[src/rtl/i2c_init_seq_if.sv]
// rtl/i2c_init_seq_if.sv - request/status bus between the init sequencer and the I2C master
interface i2c_init_seq_if #(
  parameter int ST_WIDTH = 4
);
  logic [6:0]          chip_addr;
  logic [7:0]          reg_addr;
  logic [15:0]         data_in;
  logic                write_en;
  logic                write_mode;
  logic                read_en;
  logic                m_busy;
  logic                m_done;
  logic [ST_WIDTH-1:0] m_status;

  // Sequencer side: issues write requests, observes master progress
  modport master (
    output chip_addr, reg_addr, data_in, write_en, write_mode, read_en,
    input  m_busy, m_done, m_status
  );

  // I2C master side
  modport slave (
    input  chip_addr, reg_addr, data_in, write_en, write_mode, read_en,
    output m_busy, m_done, m_status
  );
endinterface

[src/rtl/i2c_init_seq.sv]
// rtl/i2c_init_seq.sv - table-driven I2C register initialisation sequencer
module i2c_init_seq #(
  parameter logic [6:0] CHIP_ADDR   = 7'h3C,
  parameter int         NUM_ENTRIES = 40,
  parameter int         TBL_AW      = 6,
  parameter int         ST_WIDTH    = 4,
  parameter int         MAX_RETRY   = 3,
  parameter int         RETRY_GAP   = 1000,
  parameter int         DELAY_UNIT  = 50000,
  parameter int         TIMEOUT     = 200000
) (
  input  logic              clk,
  input  logic              reset,
  input  logic              start,
  output logic [TBL_AW-1:0] tbl_addr,
  input  logic [23:0]       tbl_data,
  i2c_init_seq_if.master    bus,
  output logic              seq_busy,
  output logic              seq_done,
  output logic              seq_err,
  output logic [TBL_AW-1:0] err_idx,
  output logic [1:0]        err_code
);

  localparam int                RW        = $clog2(MAX_RETRY + 1) + 1;
  localparam logic [31:0]       GAP_LAST  = 32'(RETRY_GAP - 1);
  localparam logic [31:0]       TMO_LAST  = 32'(TIMEOUT - 1);
  localparam logic [TBL_AW-1:0] LAST_IDX  = TBL_AW'(NUM_ENTRIES - 1);
  localparam logic [RW-1:0]     RETRY_MAX = RW'(MAX_RETRY);

  typedef enum logic [3:0] {
    S_IDLE, S_FETCH, S_DECODE, S_ISSUE, S_WAIT, S_CHECK, S_GAP, S_DELAY, S_FINISH
  } state_t;

  state_t              state, state_n;
  logic [TBL_AW-1:0]   index, index_n;
  logic [TBL_AW-1:0]   tbl_addr_n, err_idx_n;
  logic [RW-1:0]       retry, retry_n;
  logic [31:0]         cnt, cnt_n;
  logic [7:0]          ra_q, ra_n;
  logic [15:0]         wd_q, wd_n;
  logic                we_q, we_n;
  logic                busy_n, done_n, err_n;
  logic [1:0]          code_n;
  logic [31:0]         delay_load;
  logic [ST_WIDTH-1:0] status;
  logic                nack;
  logic                advance;

  // Delay ticks are scaled to clk cycles in 32 bits so the largest entry never wraps
  assign delay_load = 32'(tbl_data[15:0]) * 32'(DELAY_UNIT);
  assign status     = bus.m_status;
  assign nack       = |status;

  assign bus.chip_addr  = CHIP_ADDR;
  assign bus.write_mode = 1'b0;
  assign bus.read_en    = 1'b0;
  assign bus.write_en   = we_q;
  assign bus.reg_addr   = ra_q;
  assign bus.data_in    = wd_q;

  // State and registered outputs; reset drops everything, including an in-flight write_en
  always_ff @(posedge clk or posedge reset) begin
    if (reset) begin
      state    <= S_IDLE;
      index    <= '0;
      retry    <= '0;
      cnt      <= '0;
      tbl_addr <= '0;
      ra_q     <= '0;
      wd_q     <= '0;
      we_q     <= 1'b0;
      seq_busy <= 1'b0;
      seq_done <= 1'b0;
      seq_err  <= 1'b0;
      err_idx  <= '0;
      err_code <= 2'b00;
    end else begin
      state    <= state_n;
      index    <= index_n;
      retry    <= retry_n;
      cnt      <= cnt_n;
      tbl_addr <= tbl_addr_n;
      ra_q     <= ra_n;
      wd_q     <= wd_n;
      we_q     <= we_n;
      seq_busy <= busy_n;
      seq_done <= done_n;
      seq_err  <= err_n;
      err_idx  <= err_idx_n;
      err_code <= code_n;
    end
  end

  // Next-state and next-output logic; write_en and seq_done are single-cycle by default
  always_comb begin
    state_n    = state;
    index_n    = index;
    retry_n    = retry;
    cnt_n      = cnt;
    tbl_addr_n = tbl_addr;
    ra_n       = ra_q;
    wd_n       = wd_q;
    we_n       = 1'b0;
    busy_n     = seq_busy;
    done_n     = 1'b0;
    err_n      = seq_err;
    err_idx_n  = err_idx;
    code_n     = err_code;
    advance    = 1'b0;

    case (state)
      S_IDLE: begin
        if (start) begin
          err_n      = 1'b0;
          code_n     = 2'b00;
          index_n    = '0;
          retry_n    = '0;
          busy_n     = 1'b1;
          tbl_addr_n = '0;
          state_n    = S_FETCH;
        end
      end
      S_FETCH: state_n = S_DECODE;
      S_DECODE: begin
        if (tbl_data[23:16] == 8'hFF) begin
          if (delay_load == 32'd0) begin
            advance = 1'b1;
          end else begin
            cnt_n   = delay_load;
            state_n = S_DELAY;
          end
        end else begin
          ra_n    = tbl_data[23:16];
          wd_n    = tbl_data[15:0];
          state_n = S_ISSUE;
        end
      end
      S_ISSUE: begin
        if (!bus.m_busy) begin
          we_n    = 1'b1;
          cnt_n   = '0;
          state_n = S_WAIT;
        end
      end
      S_WAIT: begin
        if (bus.m_done) begin
          state_n = S_CHECK;
        end else if (cnt >= TMO_LAST) begin
          err_n     = 1'b1;
          code_n    = 2'b10;
          err_idx_n = index;
          busy_n    = 1'b0;
          state_n   = S_FINISH;
        end else begin
          cnt_n = cnt + 32'd1;
        end
      end
      S_CHECK: begin
        if (!nack) begin
          retry_n = '0;
          advance = 1'b1;
        end else if (retry < RETRY_MAX) begin
          retry_n = retry + RW'(1);
          cnt_n   = '0;
          state_n = S_GAP;
        end else begin
          err_n     = 1'b1;
          code_n    = 2'b01;
          err_idx_n = index;
          busy_n    = 1'b0;
          state_n   = S_FINISH;
        end
      end
      S_GAP: begin
        if (cnt >= GAP_LAST) state_n = S_ISSUE;
        else                 cnt_n   = cnt + 32'd1;
      end
      S_DELAY: begin
        if (cnt == 32'd0) advance = 1'b1;
        else              cnt_n   = cnt - 32'd1;
      end
      S_FINISH: state_n = S_IDLE;
      default:  state_n = S_IDLE;
    endcase

    // Move to the next entry, or close the sequence after the last one
    if (advance) begin
      if (index == LAST_IDX) begin
        busy_n  = 1'b0;
        done_n  = ~seq_err;
        state_n = S_FINISH;
      end else begin
        index_n    = index + TBL_AW'(1);
        tbl_addr_n = index + TBL_AW'(1);
        state_n    = S_FETCH;
      end
    end
  end

endmodule

[src/flat_wrapper.sv]
// flat-port wrapper written by rule: the top's interface ports become plain ports
module i2c_init_seq_flat 
#(
  parameter logic [6:0] CHIP_ADDR   = 7'h3C,
  parameter int         NUM_ENTRIES = 40,
  parameter int         TBL_AW      = 6,
  parameter int         ST_WIDTH    = 4,
  parameter int         MAX_RETRY   = 3,
  parameter int         RETRY_GAP   = 1000,
  parameter int         DELAY_UNIT  = 50000,
  parameter int         TIMEOUT     = 200000
)
  (clk, reset, start, tbl_addr, tbl_data, seq_busy, seq_done, seq_err, err_idx, err_code, bus_chip_addr, bus_reg_addr, bus_data_in, bus_write_en, bus_write_mode, bus_read_en, bus_m_busy, bus_m_done, bus_m_status);
  i2c_init_seq_if #(.ST_WIDTH(ST_WIDTH)) bus_i ();
  input  logic clk;
  input  logic reset;
  input  logic start;
  output logic [TBL_AW-1:0] tbl_addr;
  input  logic [23:0] tbl_data;
  output logic seq_busy;
  output logic seq_done;
  output logic seq_err;
  output logic [TBL_AW-1:0] err_idx;
  output logic [1:0] err_code;
  output wire logic [$bits(bus_i.chip_addr)-1:0] bus_chip_addr;
  output wire logic [$bits(bus_i.reg_addr)-1:0] bus_reg_addr;
  output wire logic [$bits(bus_i.data_in)-1:0] bus_data_in;
  output wire logic [$bits(bus_i.write_en)-1:0] bus_write_en;
  output wire logic [$bits(bus_i.write_mode)-1:0] bus_write_mode;
  output wire logic [$bits(bus_i.read_en)-1:0] bus_read_en;
  input wire logic [$bits(bus_i.m_busy)-1:0] bus_m_busy;
  input wire logic [$bits(bus_i.m_done)-1:0] bus_m_done;
  input wire logic [$bits(bus_i.m_status)-1:0] bus_m_status;
  assign bus_chip_addr = bus_i.chip_addr;
  assign bus_reg_addr = bus_i.reg_addr;
  assign bus_data_in = bus_i.data_in;
  assign bus_write_en = bus_i.write_en;
  assign bus_write_mode = bus_i.write_mode;
  assign bus_read_en = bus_i.read_en;
  assign bus_i.m_busy = bus_m_busy;
  assign bus_i.m_done = bus_m_done;
  assign bus_i.m_status = bus_m_status;
  i2c_init_seq #(.CHIP_ADDR(CHIP_ADDR), .NUM_ENTRIES(NUM_ENTRIES), .TBL_AW(TBL_AW), .ST_WIDTH(ST_WIDTH), .MAX_RETRY(MAX_RETRY), .RETRY_GAP(RETRY_GAP), .DELAY_UNIT(DELAY_UNIT), .TIMEOUT(TIMEOUT)) u_core (.clk(clk), .reset(reset), .start(start), .tbl_addr(tbl_addr), .tbl_data(tbl_data), .bus(bus_i), .seq_busy(seq_busy), .seq_done(seq_done), .seq_err(seq_err), .err_idx(err_idx), .err_code(err_code));
endmodule
[config.mk]
export PLATFORM = sky130hd
export DESIGN_NAME = i2c_init_seq_flat
export DESIGN_NICKNAME = d
export VERILOG_FILES = /design/src/rtl/i2c_init_seq_if.sv /design/src/rtl/i2c_init_seq.sv /design/src/flat_wrapper.sv
export SDC_FILE = /design/constraint.sdc
export NUM_CORES = 1
export LEC_CHECK = 0
export CAP_MARGIN = 20
export CORE_AREA = 2 2 123 137
export CTS_BUF_LIST = sky130_fd_sc_hd__clkbuf_4 sky130_fd_sc_hd__clkbuf_8
export DETAILED_ROUTE_END_ITERATION = 6
export DIE_AREA = 0 0 125 139
export MAX_ROUTING_LAYER = met4
export PLACE_DENSITY_LB_ADDON = 0.08
export SLEW_MARGIN = 20
export SYNTH_ARGS = -nofsm -noshare
export SYNTH_HDL_FRONTEND = slang
export SYNTH_SLANG_ARGS = --single-unit
[constraint.sdc]
create_clock -name clk -period 5 [get_ports clk]
set_input_delay 0.5 -clock clk [delete_from_list [all_inputs] [get_ports clk]]
set_output_delay 0.5 -clock clk [all_outputs]
set_load 0.01 [all_outputs]
# [After elaboration in Yosys (flattened, before gate mapping)]
# Cells that the tools add are included.
[classes] n_addsub=4 muxes=68 bitwise_logic=2 order_cmp=3 n_mul=1 n_reduce_logical=14 eq_ne=29
[ops] op="$mux W32" n=9
[ops] op="$pmux W32 S6" n=1
[ops] op="$mux W6" n=12
[ops] op="$logic_not A32 Y1" n=2
[ops] op="$mux W4" n=11
[ops] op="$add A32 B1 Y32 const B" n=1
[ops] op="$ge A32 B10 Y1 const B" n=1
[ops] op="$ge A32 B18 Y1 const B" n=1
[ops] op="$pmux W4 S8" n=1
[ops] op="$sub A32 B1 Y32 const B" n=1
[ops] op="$mul A16 B12 Y28 const B" n=1
[ops] op="$mux W1" n=20
[ops] op="$eq A4 B3 Y1 const B" n=4
[ops] op="$ne A2 B2 Y1 const B" n=8
[ops] op="$pmux W6 S2" n=1
[ops] op="$mux W2" n=5
[ops] op="$ne A2 B1 Y1 const B" n=5
[ops] op="$reduce_and A10 Y1" n=1
[ops] op="$mux W3" n=3
[ops] op="$pmux W1 S3" n=3
[ops] op="$eq A4 B2 Y1 const B" n=2
[ops] op="$eq A8 B8 Y1 const B" n=1
[ops] op="$reduce_and A7 Y1" n=1
[ops] op="$add A6 B1 Y6 const B" n=1
[ops] op="other kinds (21)" n=25
[totals] elab_cells=134 ff_bits=87 in_bits=33

# [Depth between registers and ports, before layout]
# Gate-level depths: netlist of run 1.
[depth] ltp_word=7 ltp_mapped=22 depth_no_buf=20

# [Worst setup path before layout of run 1]
# No wires, ideal clock.
[synth_timing] path_kind="input -> register" startpoint="input tbl_data[2]" endpoint="register u_core.cnt[10]" setup_slack_ns=-0.592 cell_stages=21 n_path_buf=2 t_arrival_ns=5.474 cell_sequence="ha_1 > ha_1 > xor2_1 > ha_1 > fa_1 > inv_1 > fa_1 > inv_1 > ha_1 > buf_2 > a21o_1 > a31oi_1 > nor3b_2 > a21oi_1 > a221oi_2 > mux2i_1 > and3b_1 > a21oi_1 > clkbuf_1 > o221ai_1 > o21a_1"
[synth_between] elab_chain_cells=4
[synth_rtl] element="start, declared" line="flat_wrapper.sv:19" text="input logic [23:0] tbl_data;"
[synth_rtl] element="$mul A16 B12 Y28 (*)" line="i2c_init_seq.sv:51" text="assign delay_load = 32'(tbl_data[15:0]) * 32'(DELAY_UNIT);"
[synth_rtl] element="$logic_not A32 Y1 / $mux W32 (equally long branches)" line="i2c_init_seq.sv:127" text="if (delay_load == 32'd0) begin"
[synth_rtl] element="$ne A2 B2 Y1 (no source line) / $mux W32 (equally long branches)"
[synth_rtl] element="$reduce_and A10 Y1 (no source line) / $pmux W32 S6 (equally long branches)"
[synth_rtl] element="end signal, assigned" line="i2c_init_seq.sv:82" text="cnt <= cnt_n;"
[synth_rtl] element="end, declared" line="i2c_init_seq.sv:39" text="logic [31:0] cnt, cnt_n;"
# Every way passes the cells marked *; elsewhere a longest branch is shown, timed or not. The select of a mux whose other input is x is not followed.
# A chain may end at the register's enable or synchronous reset.

# [Final worst setup path of run 1]
[layout_timing] startpoint="input tbl_data[9]" endpoint="register u_core.cnt[0]"
[layout_between] elab_chain_cells=4
[layout_rtl] element="$mul A16 B12 Y28" line="i2c_init_seq.sv:51"
[layout_rtl] element="$logic_not A32 Y1" line="i2c_init_seq.sv:127"
[layout_rtl] element="$ne A2 B2 Y1 (no source line)"
[layout_rtl] element="$reduce_and A10 Y1 (no source line)"
# Every way passes these cells.

==> results_dict.tcl, run 1 <==
set metrics [dict create \
    status "finished, violations left" \
    violations "negative setup slack" \
    grt_overflow 0 \
    synth_enable_flop_cells 0 \
    area_growth_pct 38.0 \
    hold_path_depth 3 \
    netlist_area_um2 9540 \
    fillCellCount 967 \
    leakage_uw 0.00632 \
    multiInputGateArea_um2 7560 \
    hpwl_um 19300 \
    clock_sinks 87 \
    ys_async_sr_fraction 1.00 \
    clock_latency_ns 0.38 \
    finalCriticalPeriod_ns 5.33 \
    p_sw_uw 4280 \
    r2r_slack_ns 0.58 \
    slew_viol_final 0 \
    synthMuxAreaShare 0.0264 \
    reg2reg_depth 15 \
    final_core_util 0.820 \
    ant_nets 0 \
    grt_max_degree 54 \
    path_cells "buf_2 > ha_4 > ha_4 > inv_1 > fa_1 > inv_1 > fa_1 > inv_1 > fa_1 > inv_2 > ha_4 > a21oi_1 > o21ai_1 > o21ai_1 > nand3_1 > a2111oi_2 > and4_4 > buf_6 > a21oi_4 > buf_12 > buf_8 > buf_12 > buf_16 > mux2i_1" \
    finalWorstSetupSlack_ns -0.328 \
    synth_top_family_by_area "adder cells" \
    synth_simple_gate_area_frac 0.171 \
    drc 0 \
    synth_warnings 0 \
    power_frac_clock 0.051 \
    hp-class "in -> reg" \
    ctsHoldBuffers 0 \
    power_density_nw_per_um2 708 \
    die-area_um2 17400 \
    cap_violations 0 \
    clkTransAtPathRegs_ns 0.09 \
    slowest_delay_ns 0.54 \
    diodes 0 \
    htree_num_levels 3 \
    p_seq_frac 0.135 \
    wl_per_cell_um 17.8 \
    fin_cells 1576 \
    grt_pass1_wl_um 45400 \
    ys.flop_type "dfrtp_1" \
    slew_headroom 0.497 \
    antenna_found_initial 0 \
    cts_made_buffers 9 \
    r2r_start "u_core.state[1]" \
    rsz0062_at_grt "yes" \
    grtUsageTotal 0.328 \
    skew_ns 0.0250 \
    syn_area_per_cell_um2 8.45 \
    place_congestion 0.888 \
    row_count 49 \
    regArea_um2 2180 \
    netlist_instances 1130 \
    min_to "u_core.bus.data_in[8]" \
    intPower_uw 5050 \
    finalWirelength_um 28100 \
    synth-seq-cells 87 \
    worstHoldStart "tbl_data[8]" \
    layout_common_cells "164 x buf_4, 138 x nand2_1, 112 x inv_1" \
    synth.distinct_cells 75 \
    dieHeight_um 139 \
    synth_compound_area_frac 0.179 \
    swShare 0.459 \
    placed_cells_incl_taps 1520 \
    num_vias 9326 \
    cts.path.max_buffers 2 \
    fin_nets 1580 \
    end_kind "flop" \
    worst_pin_slew_ns 0.753 \
    critPathLaunchType "primary input" \
    synth.yosys.seq_area_share 0.228 \
    synth_xor_xnor_area_share 0.0477 \
    avgViaCountPerCell 5.92 \
    critPathSlowestCell "fa_1" \
    worstSetupPathType "in -> reg" \
    cts_tree "done" \
    synth_area_leaders "dfrtp_1 23%, ha_1 18%, fa_1 9.0%, nand2_1 5.5%, inv_1 5.4%" \
    timing.fmax_ghz 0.188 \
    coreArea_um2 16100 \
    critPathRequiredTime_ns 5.31 \
    initial_core_util 0.594 \
    pin_count 84 \
    crit_path_max_fanout 7 \
    post-synth-top-area-cell "dfrtp_1" \
    setup_viol 53 \
    p_comb_frac 0.814 \
    synth_fa_ha_area_frac 0.269 \
    yosysTopAreaCellShare 0.228 \
    first_pass_iters 5 \
    worst_ep_arrival_time_ns 5.63 \
    grt_pass1_vias 9485 \
    hold_viol 0 \
    period_share 1.07 \
    mostFrequentLayoutCell "buf_4" \
    worst_r2r_endpoint "u_core.cnt[29]" \
    io_buffers 74 \
    drt_iter0_drc 830 \
    dieWidth_um 125 \
    drive_gt1_frac 0.274 \
    cts_root_buffer "clkbuf_8" \
    vdd_ir_drop_max_mv 0.493 \
]
[cell type report]
cell class / instances / area share
multi-input combinational: 866 / 0.574
timing repair buffer: 266 / 0.188
sequential: 87 / 0.165
inverter: 138 / 0.0394
tap: 204 / 0.0194
clock buffer: 11 / 0.0115
clock inverter: 4 / 0.00237
[layer usage]
layer	vias up	track usage	share of wire
li1	4388	-	-
met1	4525	0.380	0.40
met2	328	0.575	0.52
met3	85	0.0475	0.048
met4	0	0.123	0.033
met5	-	-	0
[timing repair]
action / 4_1_cts / 5_1_grt
cloned: 6 / 0
endpoints found under the hold margin: 0 / 0
pin swaps: 63 / 33
setup buffers: 27 / 8
gates resized for setup: 188 / 54
endpoints found under the setup margin: 53 / 53
[how the worst max path moves through the flow]
stage                       startpoint            endpoint  slack [ns]  depth (start not counted)
after floorplan            tbl_data[2]     u_core.index[5]       -0.25                         21
after global placement     tbl_data[5]  u_core.tbl_addr[0]       -1.17                         21
after detailed placement   tbl_data[5]     u_core.index[1]       -1.26                         21
after CTS                 tbl_data[10]     u_core.index[3]       -0.19                         24
after global routing      tbl_data[10]       u_core.cnt[0]       -0.47                         26
final                      tbl_data[9]       u_core.cnt[0]       -0.33                         24
[Yosys cell counts (all sizes together), types with 6 or more instances]
library cell,count
xnor2,35
fa,43
nor3,16
a22oi,6
xor2,17
a21oi,69
nor4,10
o21ai,52
dfrtp,87
nand2b,13
nand2,140
o22ai,6
o21a,16
and3,8
ha,136
nor2,81
inv,138
a211oi,6
a21o,20
clkbuf,28
o221ai,10
o21bai,10
and4,7
nand3,23
nand4,9
mux2,9
mux2i,15
a31oi,17
buf,19
[metrics by stage]
stage	setup TNS (ns)	setup slack (ns)	hold slack, ns	area [um^2]	power (uW)
3_5_place_dp	-59.71	-1.26	0.447	11800	7190
6_report	-13.23	-0.328	0.349	13200	9330
3_3_place_gp	-55.87	-1.17	0.451	11800	7050
4_1_cts	-5.70	-0.192	0.334	12900	8700
2_1_floorplan	-5.41	-0.251	0.486	9860	4960
5_1_grt	-20.21	-0.469	0.373	13200	9970
[worst max-delay path, delay by kind of cell]
family                   cells  cell delay (ns)
multiplexers                 1             0.12
buffers and inverters       10             1.00
adder cells (fa/ha/maj)      6             2.36
AO/OA/AOI/OAI                5             1.12
AND/OR/NAND/NOR              2             0.49
[power by group through the flow]
stage | clock network, uW | registers (uW) | logic [uW]
4_1_cts | 481 | 1230 | 6990
2_1_floorplan | 0 | 1220 | 3740
5_1_grt | 506 | 1280 | 8180
6_report | 479 | 1260 | 7590
3_5_place_dp | 0 | 1230 | 5960
3_3_place_gp | 0 | 1220 | 5830
[registers in the layout, indices dropped and copies added, names as in the netlist]
name,cells
u_core.bus.data_in,16
u_core.bus.write_en,1
u_core.retry,3
u_core.tbl_addr,6
u_core.state,4
u_core.bus.reg_addr,8
u_core.seq_done,1
u_core.seq_busy,1
u_core.err_idx,6
u_core.cnt,32
u_core.err_code,2
u_core.seq_err,1
u_core.index,6
[cell families after synthesis]
family                     Yosys count
and+or+nand+nor                    343
adders and majority gates          179
buffers and inverters              185
xor gates and xnor gates            52
other                                2
muxes                               24
DFF                                 87
AOI/OAI and AO/OA                  258
No activity file was read; power rests on OpenSTA's default activity.
==> run 2, diff against run 1 <==
--- a/config.mk
+++ b/config.mk
@@ -11,7 +11,7 @@
 export DETAILED_ROUTE_END_ITERATION = 6
 export DIE_AREA = 0 0 125 139
 export MAX_ROUTING_LAYER = met4
-export PLACE_DENSITY_LB_ADDON = 0.08
+export PLACE_DENSITY = 0.82
 export SLEW_MARGIN = 20
 export SYNTH_ARGS = -nofsm -noshare
 export SYNTH_HDL_FRONTEND = slang
==> run 2 against run 1 <==
  * The flow finishes with violations (design-rule violations, negative setup slack)
  * Critical path depth shrank 2
  * Clock skew is 0.0019 ns lower
  * Final cell count rose by 0.57%
  * Hold slack improved by 0.040 ns
  * Critical path type unchanged
  * Highest routed layer unchanged
==> results_dict.tcl, run 2 (synthesis results as in run 1) <==
set metrics [dict create \
    status "finished, violations left" \
    violations "design-rule violations, negative setup slack" \
    hp-class "in -> reg" \
    num_vias 10900 \
    grt_overflow 0 \
    hold_viol 0 \
    cts_root_buffer "clkbuf_8" \
    slew_viol_final 0 \
    avgViaCountPerCell 6.91 \
    fin_cells 1585 \
    wl_per_cell_um 26.0 \
    crit_path_max_fanout 4 \
    clkTransAtPathRegs_ns 0.12 \
    area_growth_pct 39.4 \
    initial_core_util 0.594 \
    io_buffers 74 \
    setup_viol 53 \
    leakage_uw 0.00635 \
    first_pass_iters 7 \
    timing.fmax_ghz 0.172 \
    slowest_delay_ns 0.55 \
    whs_ns 0.388 \
    p_comb_frac 0.820 \
    critPathLaunchType "primary input" \
    cts.path.max_buffers 2 \
    path_cells "clkdlybuf4s15_1 > buf_4 > inv_1 > ha_4 > ha_1 > inv_2 > fa_1 > fa_1 > inv_2 > ha_4 > a21o_1 > a31oi_4 > nor3b_4 > a21oi_2 > a221oi_2 > mux2i_1 > and3b_2 > buf_6 > a31oi_4 > buf_4 > mux2i_1 > a211o_1" \
    dieWidth_um 125 \
    row_count 49 \
    critPathRequiredTime_ns 5.29 \
    layout_common_cells "175 x buf_4, 137 x nand2_1, 114 x inv_1" \
    mostFrequentLayoutCell "buf_4" \
    diodes 0 \
    fin_nets 1588 \
    slew_headroom 0.278 \
    swShare 0.504 \
    finalCriticalPeriod_ns 5.80 \
    cap_violations 0 \
    finalWorstSetupSlack_ns -0.804 \
    power_frac_clock 0.054 \
    cts_made_buffers 9 \
    drive_gt1_frac 0.297 \
    drt_iter0_drc 1731 \
    drc 2 \
    period_share 1.16 \
    critPathSlowestCell "fa_1" \
    intPower_uw 5050 \
    cts_tree "done" \
    clock_latency_ns 0.41 \
    largest-register "u_core.cnt" \
    place_congestion 0.925 \
    largest_register_ffs 32 \
    p_total_uw 10200 \
    grt_pass1_vias 10200 \
    grt_pass1_wl_um 52100 \
    hpwl_um 20200 \
    rsz0062_at_grt "yes" \
    dieHeight_um 139 \
    skew_ns 0.0231 \
    pin_count 84 \
    ant_nets 0 \
    end_kind "flop" \
    p_seq_frac 0.126 \
    p_sw_uw 5140 \
    worst_pin_slew_ns 1.08 \
    die-area_um2 17400 \
    antenna_found_initial 0 \
    htree_num_levels 3 \
    placed_cells_incl_taps 1522 \
    worstSetupPathType "in -> reg" \
    r2r_slack_ns 0.10 \
    vdd_ir_drop_max_mv 0.470 \
    coreArea_um2 16100 \
    finalWirelength_um 41300 \
    grtUsageTotal 0.387 \
    worst_ep_arrival_time_ns 6.10 \
    power_density_nw_per_um2 766 \
    grt_max_degree 59 \
    clock_sinks 87 \
]
[run 2: cell types whose count changed in the layout (fill, tap and decap cells not counted), sizes merged]
| cell | delta |
|---|---|
| buf | +7 |
| dlygate4sd2 | +1 |
| clkbuf | -2 |
| bufinv | +1 |
| inv | +3 |
| clkinv | -4 |
| clkinvlp | +3 |
[run 2: repair_timing]
item,4_1_cts,5_1_grt
gates resized for setup,158,107
cloned,4,0
setup buffers,27,17
hold buffers,0,0
setup endpoints to repair,53,53
pin swaps,50,54
[run 2: area by class of cell]
type	instances	area (um^2)
repair buffers	274	2420
flip-flops and latches	87	2180
well taps	204	255
inverters	138	529
clock buffers	9	124
multi-input cells	866	7720
fillers	776	2760
clock inverters	7	76.3
[run 2: worst paths after layout]
kind                                  from                    end  cells past startpoint
max in group asynchronous            reset      u_core.err_idx[1]                      3
max                            tbl_data[0]        u_core.index[2]                     22
min in group asynchronous            reset     u_core.tbl_addr[3]                      2
min                            tbl_data[5]  u_core.bus.data_in[5]                      3
min reg2reg                 u_core.seq_err        u_core.seq_done                      1
max reg2reg                u_core.state[3]         u_core.cnt[29]                     15
[run 2: critical path: cells and delay by family]
kind	cells	cell delay [ns]
compound gates	6	1.61
fa+ha+maj	5	1.87
buf+inv	7	1.20
mux	2	0.33
simple gates	2	0.57
[run 2: through the flow]
stage / setup TNS, ns / setup WS, ns / utilization / cell area (um^2)
floorplan: -5.41 / -0.251 / - / 9860
global placement: -52.43 / -1.08 / 0.734 / 11800
detailed placement: -60.65 / -1.27 / 0.734 / 11800
CTS: -7.34 / -0.211 / 0.793 / 12700
global route: -31.94 / -0.765 / 0.828 / 13300
finish: -32.29 / -0.804 / 0.828 / 13300
[run 2: power groups by stage]
stage,clock [uW],combinational (uW),sequential [uW]
after floorplan,0,3740,1220
after global placement,0,5800,1220
after detailed placement,0,6000,1230
after CTS,525,6840,1230
after global routing,569,8660,1300
final,548,8350,1290
[run 2: layer usage]
metal | GRT usage | wire length (um) | vias to the layer above
met4 | 0.253 | 4550 | 0
li1 | - | - | 4408
met5 | - | 0 | -
met2 | 0.654 | 18800 | 1039
met3 | 0.0748 | 4640 | 442
met1 | 0.411 | 13300 | 5060
==> run 3, diff against run 2 <==
--- a/config.mk
+++ b/config.mk
@@ -6,12 +6,14 @@
 export NUM_CORES = 1
 export LEC_CHECK = 0
 export CAP_MARGIN = 20
-export CORE_AREA = 2 2 123 137
+export CORE_AREA = 2 2 129 144
 export CTS_BUF_LIST = sky130_fd_sc_hd__clkbuf_4 sky130_fd_sc_hd__clkbuf_8
+export CTS_CLUSTER_DIAMETER = 100
 export DETAILED_ROUTE_END_ITERATION = 6
-export DIE_AREA = 0 0 125 139
+export DIE_AREA = 0 0 131 146
 export MAX_ROUTING_LAYER = met4
-export PLACE_DENSITY = 0.82
+export PLACE_DENSITY = 0.75
+export SETUP_SLACK_MARGIN = 0.1
 export SLEW_MARGIN = 20
 export SYNTH_ARGS = -nofsm -noshare
 export SYNTH_HDL_FRONTEND = slang
==> run 3 against run 2 <==
  * Combinational power fell by 9.9%
  * Final area fell by 1.1%
  * Clock power fell by 3%
  * Count of clock-buffer cells in the layout rose by 1
  * The run ends with negative setup slack left
==> results_dict.tcl, run 3 (synthesis results as in run 1) <==
set metrics [dict create \
    dieHeight_um 146 \
    hp-class "in -> reg" \
    power_frac_clock 0.057 \
    cts_root_buffer "clkbuf_8" \
    regArea_um2 2180 \
    worstSetupPathType "in -> reg" \
    p_comb_frac 0.809 \
    hpwl_um 19200 \
    violations "negative setup slack" \
    power_density_nw_per_um2 707 \
    worst_pin_slew_ns 1.18 \
    hold_viol 0 \
    grt_pass1_vias 9174 \
    slowest_delay_ns 0.55 \
    busiest_layer "met2" \
    die-area_um2 19100 \
    diodes 0 \
    pin_count 84 \
    critPathSlowestCell "fa_1" \
    dieWidth_um 131 \
    grt_max_degree 47 \
    worst_ep_arrival_time_ns 5.47 \
    slew_viol_final 0 \
    clock_sinks 87 \
    first_pass_iters 5 \
    finalWorstSetupSlack_ns -0.202 \
    period_share 1.04 \
    use_met1 0.346 \
    cts_tree "done" \
    reg2reg_depth 15 \
    p_seq_frac 0.133 \
    drc 0 \
    grt_use_met2 0.499 \
    mostFrequentLayoutCell "buf_4" \
    clkTransAtPathRegs_ns 0.09 \
    fin_nets 1576 \
    grt_overflow 0 \
    crit_path_max_fanout 18 \
    intPower_uw 5000 \
    critPathLaunchType "primary input" \
    cts_made_buffers 9 \
    antenna_found_initial 0 \
    wl_per_cell_um 17.1 \
    status "finished, violations left" \
    clock_latency_ns 0.39 \
    whs_ns 0.365 \
    gr-usage-met3 0.0320 \
    end_kind "flop" \
    place_congestion 0.918 \
    area_growth_pct 37.8 \
    timing.fmax_ghz 0.192 \
    grt_pass1_wl_um 43400 \
    avgViaCountPerCell 5.76 \
    final_core_util 0.749 \
    io_buffers 74 \
    fillCellCount 1161 \
    finalWirelength_um 27500 \
    largest_register_ffs 32 \
    hold_path_depth 3 \
    leakage_uw 0.00630 \
    critPathRequiredTime_ns 5.27 \
    skew_ns 0.0163 \
    htree_num_levels 3 \
    vdd_ir_drop_max_mv 0.424 \
    grtUsageTotal 0.287 \
    drt_iter0_drc 678 \
    num_vias 9254 \
    slew_headroom 0.210 \
    ant_nets 0 \
    p_sw_uw 4290 \
    drive_gt1_frac 0.277 \
    row_count 51 \
    cap_violations 0 \
    path_cells "buf_4 > ha_4 > ha_4 > inv_2 > fa_1 > inv_1 > fa_1 > inv_1 > fa_1 > inv_2 > ha_4 > and4_4 > nand2_4 > o21bai_4 > a211oi_4 > buf_4 > a2111oi_4 > and4_4 > buf_6 > a21oi_4 > buf_12 > o221ai_1 > o21a_1" \
    finalCriticalPeriod_ns 5.20 \
    multiInputGateArea_um2 7620 \
    swShare 0.462 \
    largest-register "u_core.cnt" \
    rsz0062_at_grt "yes" \
    cts.path.max_buffers 2 \
    initial_core_util 0.544 \
    setup_viol 52 \
    coreArea_um2 17500 \
    layout_common_cells "166 x buf_4, 137 x nand2_1, 116 x inv_1" \
]
run 3: worst max-delay path: cells and delay by family:
| kind | cells | cell delay [ns] |
|---|---|---|
| fa+ha+maj | 6 | 2.36 |
| compound gates | 6 | 1.17 |
| buf+inv | 8 | 0.85 |
| simple gates | 3 | 0.59 |
run 3: cell type report:
class                      count  share of cell area
multi-input combinational    866               0.579
timing repair buffer         262               0.177
sequential                    87               0.166
inverter                     138              0.0397
tap                          238              0.0227
clock buffer                  10              0.0105
clock inverter                 6             0.00523
run 3: power by group through the flow:
stage | Sequential (uW) | Combinational [uW] | Clock, uW
finish | 1240 | 7520 | 534
global route | 1270 | 8130 | 563
CTS | 1210 | 6630 | 530
detailed placement | 1230 | 5970 | 0
global placement | 1220 | 5840 | 0
floorplan | 1220 | 3740 | 0
run 3: stage by stage:
stage                     setup WS, ns  TNS (ns)  total power, uW  cells  instance area, um^2
after floorplan                 -0.251     -5.42             4960   1137                 9860
after detailed placement         -1.20    -56.99             7190   1551                11800
final                           -0.202     -6.49             9290   1607                13100
after global placement           -1.16    -55.83             7060   1551                11800
after CTS                       -0.169     -5.19             8370   1592                12600
after global routing            -0.405    -15.18             9960   1607                13100
run 3: timing repair:
action                                  4_1_cts  5_1_grt
setup buffers                                22       15
pin swaps                                    29       56
gates cloned                                  3        2
gates resized for setup                     144       93
hold buffers                                  0        0
endpoints found under the setup margin       53       53
run 3: worst paths after layout:
| path | startpoint | to | slack, ns |
|---|---|---|---|
| worst min register to register | u_core.seq_err | u_core.seq_done | 0.46 |
| worst min-delay path | tbl_data[13] | u_core.bus.data_in[13] | 0.36 |
| worst max-delay path | tbl_data[11] | u_core.cnt[24] | -0.20 |
| max in group asynchronous | reset | u_core.cnt[30] | 3.38 |
| min in group asynchronous | reset | u_core.index[3] | 0.56 |
| worst max register to register | u_core.state[1] | u_core.cnt[29] | 0.28 |
run 3: layer usage:
layer,up-vias,part of all wire
li1,4365,-
met1,4478,0.40
met2,334,0.52
met3,77,0.046
met4,0,0.032
met5,-,0
